<file path="config.mk">
export PLATFORM = sky130hd
export DESIGN_NAME = wb_slot_arbiter
export DESIGN_NICKNAME = d
export VERILOG_FILES = /design/src/rtl/wb_slot_arbiter.sv
export SDC_FILE = /design/constraint.sdc
export NUM_CORES = 1
export LEC_CHECK = 0
export CAP_MARGIN = 20
export CORE_MARGIN = 5
export CORE_UTILIZATION = 34
export CTS_CLUSTER_DIAMETER = 30
export CTS_CLUSTER_SIZE = 20
export DETAILED_ROUTE_END_ITERATION = 10
export GPL_ROUTABILITY_DRIVEN = 1
export PLACE_DENSITY = 0.91
export SYNTH_ARGS = -nofsm -noshare
export SYNTH_HDL_FRONTEND = slang
export SYNTH_SLANG_ARGS = --single-unit
</file>
<file path="constraint.sdc">
create_clock -name wb_clock_i -period 3.8 [get_ports wb_clock_i]
set_input_delay 0.57 -clock wb_clock_i [delete_from_list [all_inputs] [get_ports wb_clock_i]]
set_output_delay 0.57 -clock wb_clock_i [all_outputs]
set_load 0.02 [all_outputs]
</file>
<file path="src/rtl/wb_slot_arbiter.sv">
// Time-slotted Wishbone arbiter: SPI1 bridge and video fetch share the bus; the last slot belongs to the 6502.
// Optional WB_SLOT_ARBITER_ROUND_ROBIN_EN alternates the winner on simultaneous requests (default: video first).
module wb_slot_arbiter #(
  parameter int WB_ADDR_WIDTH = 17,
  parameter int DATA_WIDTH    = 8,
  parameter int NUM_SLOTS     = 8,
  parameter int CPU_SLOT      = 7,
  parameter int GUARD_SLOT    = 6
) (
  input  logic                                   wb_clock_i,
  input  logic                                   wb_reset_ni,
  output logic [WB_ADDR_WIDTH-1:0]               wb_addr_o,
  output logic [DATA_WIDTH-1:0]                  wb_data_o,
  output logic                                   wb_we_o,
  output logic                                   wb_cycle_o,
  output logic                                   wb_strobe_o,
  input  logic                                   wb_stall_i,
  input  logic                                   wb_ack_i,
  input  logic [WB_ADDR_WIDTH-1:0]               spi1_addr_i,
  input  logic [DATA_WIDTH-1:0]                  spi1_data_i,
  input  logic                                   spi1_we_i,
  input  logic                                   spi1_cycle_i,
  input  logic                                   spi1_strobe_i,
  output logic                                   spi1_stall_o,
  input  logic [WB_ADDR_WIDTH-1:0]               video_addr_i,
  input  logic [DATA_WIDTH-1:0]                  video_data_i,
  input  logic                                   video_we_i,
  input  logic                                   video_cycle_i,
  input  logic                                   video_strobe_i,
  output logic                                   video_stall_o,
  input  logic                                   clk8_en_i,
  output logic                                   cpu_grant_en_o,
  output logic                                   arb_overrun_o,
  output logic [$clog2(NUM_SLOTS)-1:0]           dbg_slot_o,
  output logic [1:0]                             dbg_state_o,
  output logic [7:0]                             dbg_ack_count_o
);

  localparam int SLOT_W = $clog2(NUM_SLOTS);

  typedef enum logic [1:0] {
    ST_IDLE  = 2'd0,
    ST_SPI   = 2'd1,
    ST_VIDEO = 2'd2,
    ST_CPU   = 2'd3
  } state_t;

  state_t            state_q;
  logic [SLOT_W-1:0] slot_q;
  logic [SLOT_W-1:0] slot_d;
  logic              slot_wrap;
  logic              enter_cpu;
  logic              grant_ok;
  logic              owner_cyc;
  logic              pick_video;

`ifdef WB_SLOT_ARBITER_ROUND_ROBIN_EN
  logic last_grant_video_q;
`endif

  always_comb begin
    slot_wrap = clk8_en_i && (slot_q == SLOT_W'(NUM_SLOTS - 1));
    slot_d    = slot_q;
    if (clk8_en_i) slot_d = slot_wrap ? '0 : slot_q + 1'b1;
    enter_cpu = clk8_en_i && (slot_d == SLOT_W'(CPU_SLOT));
    grant_ok  = (slot_q != SLOT_W'(GUARD_SLOT)) && (slot_q != SLOT_W'(CPU_SLOT));
    owner_cyc = (state_q == ST_SPI) ? spi1_cycle_i : video_cycle_i;
`ifdef WB_SLOT_ARBITER_ROUND_ROBIN_EN
    pick_video = video_cycle_i && (!spi1_cycle_i || !last_grant_video_q);
`else
    pick_video = video_cycle_i;
`endif
  end

  always_ff @(posedge wb_clock_i or negedge wb_reset_ni) begin
    if (!wb_reset_ni) begin
      slot_q          <= '0;
      state_q         <= ST_IDLE;
      cpu_grant_en_o  <= 1'b0;
      arb_overrun_o   <= 1'b0;
      dbg_ack_count_o <= '0;
`ifdef WB_SLOT_ARBITER_ROUND_ROBIN_EN
      last_grant_video_q <= 1'b1;
`endif
    end else begin
      slot_q         <= slot_d;
      cpu_grant_en_o <= 1'b0;
      if ((state_q == ST_SPI || state_q == ST_VIDEO) && wb_ack_i)
        dbg_ack_count_o <= dbg_ack_count_o + 8'd1;
      case (state_q)
        ST_IDLE: begin
          if (enter_cpu) begin
            state_q        <= ST_CPU;
            cpu_grant_en_o <= 1'b1;
          end else if (grant_ok && (spi1_cycle_i || video_cycle_i)) begin
            state_q <= pick_video ? ST_VIDEO : ST_SPI;
`ifdef WB_SLOT_ARBITER_ROUND_ROBIN_EN
            last_grant_video_q <= pick_video;
`endif
          end
        end
        ST_SPI, ST_VIDEO: begin
          // An owner that releases CYC on the very edge the CPU slot starts still yields a clean CPU slot.
          if (!owner_cyc) begin
            state_q        <= enter_cpu ? ST_CPU : ST_IDLE;
            cpu_grant_en_o <= enter_cpu;
          end else if (enter_cpu) begin
            arb_overrun_o <= 1'b1;
          end
        end
        ST_CPU: begin
          if (slot_wrap) state_q <= ST_IDLE;
        end
        default: state_q <= ST_IDLE;
      endcase
    end
  end

  // Handshake: a master's transfer is accepted on a cycle where its cycle/strobe are high and its stall_o is
  // low; stall_o is forced high whenever that master does not own the bus.
  always_comb begin
    wb_addr_o     = '0;
    wb_data_o     = '0;
    wb_we_o       = 1'b0;
    wb_cycle_o    = 1'b0;
    wb_strobe_o   = 1'b0;
    spi1_stall_o  = 1'b1;
    video_stall_o = 1'b1;
    case (state_q)
      ST_SPI: begin
        wb_addr_o    = spi1_addr_i;
        wb_data_o    = spi1_data_i;
        wb_we_o      = spi1_we_i;
        wb_cycle_o   = spi1_cycle_i;
        wb_strobe_o  = spi1_strobe_i;
        spi1_stall_o = wb_stall_i;
      end
      ST_VIDEO: begin
        wb_addr_o     = video_addr_i;
        wb_data_o     = video_data_i;
        wb_we_o       = video_we_i;
        wb_cycle_o    = video_cycle_i;
        wb_strobe_o   = video_strobe_i;
        video_stall_o = wb_stall_i;
      end
      default: ;
    endcase
  end

  assign dbg_slot_o  = slot_q;
  assign dbg_state_o = state_q;

endmodule
</file>
After elaboration in Yosys (flattened, before gate mapping)
Cells that the tools add are included.
{"block": "classes", "mux": 20, "add_sub_neg": 2, "eq_ne": 10, "n_reduce_logical": 11}
{"op": "17-bit one-hot mux with 2 select lines", "n": 1}
{"op": "8-bit one-hot mux with 2 select lines", "n": 1}
{"op": "2-bit two-way mux", "n": 6}
{"op": "3-bit != test, second input constant", "n": 3}
{"op": "8-bit by 1-bit adder with 8-bit output, second input constant", "n": 1}
{"op": "1-bit one-hot mux with 2 select lines", "n": 4}
{"op": "3-bit == test, second input constant", "n": 2}
{"op": "3-bit two-way mux", "n": 2}
{"op": "2-bit one-hot mux with 3 select lines", "n": 1}
{"op": "3-bit AND reduction", "n": 2}
{"op": "1-bit logical AND", "n": 5}
{"op": "1-bit two-way mux", "n": 5}
{"op": "2-bit == test, second input constant", "n": 2}
{"op": "2-bit != test, second input constant", "n": 2}
{"op": "3-bit by 1-bit adder with 3-bit output, second input constant", "n": 1}
{"op": "2-bit by 1-bit == test with 1-bit output, second input constant", "n": 1}
{"op": "2-bit zero test", "n": 1}
{"op": "1-bit logical OR", "n": 2}
{"op": "2-bit OR reduction", "n": 1}
{"block": "totals", "output_inout_bits": 45, "input_bits": 61, "wordCells": 48, "regBits": 15}

Logic depth before layout (Yosys ltp)
Gate-level depths: netlist (run 1).
{"block": "depth", "depth_word": 9, "mapped_depth": 6, "mapped_depth_nobuf": 6}

Least setup slack after synthesis (run 1)
No wires, ideal clock.
{"block": "synth_path", "kind": "reg-to-output", "startpoint": "reg state_q[1], in the netlist dbg_state_o[1]", "endpoint": "out wb_addr_o[12]", "slack_ps": 1461, "path_buffers": 2, "arrival_ps": 1769, "required_time_ps": 3230, "path_stages_with_launch": 7, "path_cell_list": "dfrtp_1 inv_1 ha_1 clkbuf_1 buf_1 a22oi_1 nor2b_1"}
{"block": "synth_via", "elab_chain_len": 2, "elab_cells_between_ends": 3, "cone_classes": "2 x eq/ne; 1 x mux"}
{"item": "from (decl)", "line": "48", "rtl": "state_t state_q;"}
{"item": "from (signal assigned)", "line": "96", "rtl": "state_q <= pick_video ? ST_VIDEO : ST_SPI;"}
{"item": "from (signal assigned)", "line": "105", "rtl": "state_q <= enter_cpu ? ST_CPU : ST_IDLE;"}
{"item": "2-bit == test or 2-bit by 1-bit == test with 1-bit output (tied branches)", "line": "129", "rtl": "case (state_q)"}
{"item": "17-bit one-hot mux with 2 select lines (*)", "line": "129"}
{"item": "to (decl)", "line": "12", "rtl": "output logic [WB_ADDR_WIDTH-1:0] wb_addr_o,"}
Every way passes the cells marked *; elsewhere a longest branch is shown, timed or not.

Worst setup path in the final report (run 1)
{"block": "layout_path", "startpoint": "reg state_q[1], in the netlist dbg_state_o[1]", "endpoint": "out wb_addr_o[3]"}
The elaborated chain is that of the path after synthesis.

==> impl_metrics.tcl, run 1 <==
set metrics [dict create \
    status "finished clean" \
    path_max_fanout 22 \
    seq_power_share_pct 20.1 \
    critPathSlowestCell "ha_1" \
    clk_pin_slew_worst_paths_ns 0.09 \
    seq_area_frac_synth_pct 30.8 \
    die_h_um 69.8 \
    combPwrFrac_pct 73.1 \
    worst_skew_pair.late_latency_ns 0.28 \
    ys.warnings.count 0 \
    dr.first_iter.drc_count 61 \
    pin_count 106 \
    hold_path.class "reg -> reg" \
    crit_cells 6 \
    powerDensity_nw_per_um2 581 \
    maxCapViolations 0 \
    fin_worst_skew_ns 0.00119 \
    firstDrtPassIters 4 \
    die_w_um 69.8 \
    start_util_pct 35.9 \
    min_period_over_period_pct 82.1 \
    reg2reg_depth 6 \
    yosys.area.top_type "dfrtp_1" \
    die_area_um2 4880 \
    slowest_delay_ns 0.65 \
    endpoint_kind "primary output" \
    cts_tree "yes" \
    layout.nets 312 \
    async_reset_ff_share_pct 100 \
    antenna_found_initial 0 \
    max_slew_margin_pct 46.4 \
    max_freq_mhz 320 \
    cts_setup_buffers 0 \
    p_int_uw 758 \
    hold_depth 1 \
    netlist_top_cells_area "dfrtp_1, a22oi_1, nor2b_1" \
    startpoint_type "flop" \
    cts_resized 0 \
    vdd_drop_max_uv 427 \
    p_switching_uw 598 \
    syn2layout_area_growth_pct 91.7 \
    ant_nets 0 \
    hold_buffers 0 \
    maxSlewViolCount 0 \
    io_buffers 105 \
    clockBufferDepth 2 \
    place_congestion 0.874 \
    wl_per_cell_um 14.8 \
    path_cells "inv_1 -> ha_1 -> buf_4 -> a22oi_1 -> nor2b_1 -> clkdlybuf4s50_1" \
    grt_pass1_vias 1472 \
    final-hold-violation-count 0 \
    worstSetupPathType "reg -> out" \
    tns_ns 0 \
    worst_pin_slew_ns 0.805 \
    cp.required_ns 3.23 \
    vias 1435 \
    netlist_area_um2 1220 \
    row_count 21 \
    synth.distinct_cells 26 \
    synth_area_per_cell_um2 8.70 \
    rsz0062_at_grt "false" \
    worstPathArrival_ns 2.55 \
    fillers 269 \
    drc 0 \
    utilization_pct 68.8 \
    grt_overflow_total 0 \
    routed_wl_mm 4.26 \
    track_usage_pct 17.2 \
    crit_family "buffers and inverters" \
    yosysMostFrequentCell "nor2b_1" \
    synth_top_area_share_pct 30.8 \
    hpwlAfterDp_mm 3.47 \
    grt_pass1_wl_mm 6.91 \
    synth_ff_type "dfrtp_1" \
    p_leak_nw 0.880 \
    p_clk_share_pct 6.7 \
    numClockSinks 15 \
    min_period_ns 3.12 \
    grt_max_degree 35 \
    via_per_inst 4.98 \
    drive_gt1_share_pct 2.89 \
    synth_edf_count 0 \
    syn-num-nets 209 \
    power.share.switching_pct 44.1 \
    critPathBufInv 3 \
    antenna_cells 0 \
    cts_buffers 3 \
    syn-instance-count 140 \
    cts_max_level 1 \
    synth_common_cells "nor2b_1, a22oi_1, dfrtp_1, ha_1" \
    ys_ff_latch 15 \
    cts-root-buf "clkbuf_4" \
    core_area_um2 3390 \
    setup_violations 0 \
]
final cells by class:
| cell class | count | area (µm²) | area share [%] |
|---|---|---|---|
| Inverter | 4 | 15.0 | 0.643 |
| Tap cell | 46 | 57.6 | 2.47 |
| Sequential cell | 15 | 375 | 16.1 |
| Clock buffer | 4 | 26.3 | 1.13 |
| Timing Repair Buffer | 107 | 1070 | 45.7 |
| Multi-Input combinational cell | 112 | 793 | 34.0 |
power groups by stage:
| stage | clock network [mW] | logic (mW) | registers, mW |
|---|---|---|---|
| 2_1_floorplan | 0 | 0.524 | 0.335 |
| 3_3_place_gp | 0 | 0.978 | 0.274 |
| 3_5_place_dp | 0 | 0.996 | 0.276 |
| 4_1_cts | 0.0949 | 0.999 | 0.273 |
| 5_1_grt | 0.104 | 1.07 | 0.287 |
| 6_report | 0.0912 | 0.992 | 0.273 |
flip-flops by register name (all words and copies together) (netlist names):
| signal | cells |
|---|---|
| dbg_state_o | 2 |
| dbg_ack_count_o | 8 |
| dbg_slot_o | 3 |
| cpu_grant_en_o | 1 |
| arb_overrun_o | 1 |
final timing paths:
kind	start	endpoint	slack, ns
worst max register to register	dbg_state_o[1]	dbg_state_o[0]	1.45
worst min register to register	dbg_ack_count_o[7]	dbg_ack_count_o[7]	0.48
worst min-delay path	dbg_ack_count_o[7]	dbg_ack_count_o[7]	0.48
max in group asynchronous	wb_reset_ni	dbg_slot_o[1]	2.67
worst max-delay path	dbg_state_o[1]	wb_addr_o[3]	0.68
min in group asynchronous	wb_reset_ni	dbg_slot_o[2]	0.69
per-layer routing:
metal  GRT usage, %  vias to the layer above  routed length [µm]
met5              0                        -                   0
met4           5.11                        0                  91
met3           6.09                        8                 397
met2           31.0                       71                2140
met1           18.8                      653                1630
li1               -                      703                   -
stage by stage:
stage / cells / hold WS (ns) / total power, mW / cell area (µm²) / setup WS (ns)
after floorplan: 140 / 0.274 / 0.859 / 1220 / 1.46
after global placement: 284 / 0.460 / 1.25 / 2310 / 0.986
after detailed placement: 284 / 0.464 / 1.27 / 2310 / 0.975
after CTS: 288 / 0.480 / 1.37 / 2330 / 0.645
after global routing: 288 / 0.523 / 1.46 / 2330 / 0.443
final: 288 / 0.478 / 1.36 / 2330 / 0.680
placed cells by master (no fill, tap or decap), drive strengths merged:
cell / Yosys / routed
or4b: 1 / 1
xor2: 2 / 2
mux2i: 2 / 2
and3: 1 / 1
xnor2: 5 / 5
nor2b: 29 / 29
nand4: 1 / 1
buf: 2 / 2
a22oi: 28 / 28
inv: 4 / 4
o21bai: 1 / 1
clkbuf: 7 / 4
nor2: 5 / 5
mux2: 1 / 1
nand3b: 1 / 1
a21boi: 1 / 1
clkdlybuf4s50: 0 / 105
o21ai: 4 / 4
nor3: 1 / 1
ha: 8 / 8
a22o: 2 / 2
nand2: 7 / 7
nand2b: 6 / 6
a21oi: 3 / 3
dfrtp: 15 / 15
a311o: 1 / 1
nand3: 2 / 2
kinds of logic after synthesis:
kind of cell             after synthesis  share of synthesized area, %
AO/OA/AOI/OAI                         40                          23.6
XOR/XNOR                               7                          5.04
adder cells (fa/ha/maj)                8                          8.22
buffers and inverters                 13                          4.01
flip-flops                            15                          30.8
multiplexers                           3                          2.57
AND/OR/NAND/NOR                       54                          25.7
(Power assumes the default switching activity.)
==> run 2: changes to the inputs <==
CORE_UTILIZATION = 32   (was 34)
PLACE_DENSITY = 0.87   (was 0.91)
clock period = 3.27 ns   (was 3.8 ns; I/O delays follow)
==> run 2 against run 1 <==
Net effect: total power is 19% higher; combinational power is 16% higher; clock power is 64% higher; sequential power is 16% higher; worst hold slack worse by 0.0045 ns; die area is 5.3% higher; via count is 1.2% lower; clock skew hardly changed; final area is 0.97% higher; routed wire length is 0.92% higher.
==> impl_metrics.tcl, run 2 (synthesis gave the netlist of run 1 again) <==
set metrics [dict create \
    track_usage_pct 15.6 \
    min_period_over_period_pct 89.3 \
    syn2layout_area_growth_pct 93.5 \
    firstDrtPassIters 4 \
    die_w_um 71.7 \
    max_freq_mhz 343 \
    pin_count 106 \
    powerDensity_nw_per_um2 685 \
    maxSlewViolCount 0 \
    endpoint_kind "primary output" \
    cts_buffers 3 \
    vdd_drop_max_uv 429 \
    grt_overflow_total 0 \
    worstPathArrival_ns 2.43 \
    cts_tree "yes" \
    worst_skew_pair.late_latency_ns 0.25 \
    max_slew_margin_pct 46.1 \
    top_register "dbg_ack_count_o" \
    final-hold-violation-count 0 \
    routed_wl_mm 4.30 \
    fillers 314 \
    startpoint_type "flop" \
    grt_pass1_vias 1362 \
    cp.required_ns 2.78 \
    seq_power_share_pct 19.7 \
    via_per_inst 4.89 \
    cts-root-buf "clkbuf_8" \
    cts_setup_buffers 0 \
    drc 0 \
    final_common_cell "clkdlybuf4s50_1" \
    whs_ns 0.474 \
    hold_path.class "reg -> reg" \
    setup_violations 0 \
    power.share.switching_pct 43.3 \
    p_leak_nw 0.890 \
    p_int_uw 914 \
    clockBufferDepth 2 \
    combPwrFrac_pct 71.0 \
    drive_gt1_share_pct 3.31 \
    die_area_um2 5140 \
    hold_buffers 0 \
    numClockSinks 15 \
    ant_nets 0 \
    place_congestion 0.756 \
    hpwlAfterDp_mm 3.46 \
    min_period_ns 2.92 \
    wl_per_cell_um 14.8 \
    tns_ns 0 \
    antenna_found_initial 0 \
    clk_pin_slew_worst_paths_ns 0.06 \
    core_area_um2 3660 \
    layout.nets 312 \
    row_count 22 \
    antenna_cells 0 \
    maxCapViolations 0 \
    status "finished clean" \
    start_util_pct 33.3 \
    worstSetupPathType "reg -> out" \
    path_max_fanout 34 \
    cts_max_level 1 \
    vias 1418 \
    final_cell_mix "clkdlybuf4s50_1, nor2b_1, a22oi_1" \
    largest_reg_flops 8 \
    worst_slack_ns 0.351 \
    cts_resized 0 \
    p_switching_uw 699 \
    grt_max_degree 35 \
    post-place-ws_ns 0.613 \
    dr.first_iter.drc_count 47 \
    fin_worst_skew_ns 0.00152 \
    die_h_um 71.7 \
    p_clk_share_pct 9.3 \
    grt_pass1_wl_mm 6.51 \
    io_buffers 105 \
    rsz0062_at_grt "false" \
    worst_pin_slew_ns 0.809 \
]
## run 2: final timing paths
path / endpoint / slack [ns] / cells past startpoint / start
max: wb_cycle_o / 0.35 / 4 / dbg_state_o[0]
min: dbg_ack_count_o[7] / 0.47 / 1 / dbg_ack_count_o[7]
max reg2reg: dbg_ack_count_o[7] / 1.05 / 6 / dbg_state_o[0]
min reg2reg: dbg_ack_count_o[7] / 0.47 / 1 / dbg_ack_count_o[7]
max in group asynchronous: dbg_state_o[0] / 2.21 / 1 / wb_reset_ni
min in group asynchronous: dbg_ack_count_o[4] / 0.64 / 1 / wb_reset_ni
## run 2: stage by stage
stage	cell area, µm²	cells	util (%)	power [mW]
global route	2360	290	64.4	1.73
floorplan	1220	140	-	0.998
CTS	2360	290	64.4	1.63
finish	2360	290	64.4	1.61
detailed placement	2310	286	63.1	1.47
global placement	2310	286	63.1	1.46
## run 2: layout make-up
type,count,area (µm²),area share [%]
clock buffers,3,41.3,1.75
well taps,48,60.1,2.55
flip-flops and latches,15,375,15.9
clock inverters,1,5.00,0.212
repair buffers,107,1070,45.2
multi-input cells,112,793,33.7
inverters,4,15.0,0.637
## run 2: power groups by stage
stage	clock (mW)	sequential [mW]	combinational, mW
finish	0.150	0.318	1.15
global route	0.164	0.330	1.24
CTS	0.153	0.319	1.16
detailed placement	0	0.322	1.15
global placement	0	0.319	1.14
floorplan	0	0.389	0.609
## run 2: worst max-delay path, stage by stage, from the launching register on
cell	delay (ns)
dfrtp_1	0.42
inv_1	0.08
ha_1	0.82
nor2b_1	0.23
clkdlybuf4s50_1	0.62
## run 2: layer usage
| layer | global-route usage [%] | routed length, µm | up-vias |
|---|---|---|---|
| li1 | - | - | 703 |
| met1 | 18.8 | 1720 | 658 |
| met2 | 28.3 | 2240 | 50 |
| met3 | 3.23 | 274 | 7 |
| met4 | 3.76 | 61 | 0 |
| met5 | 0 | 0 | - |
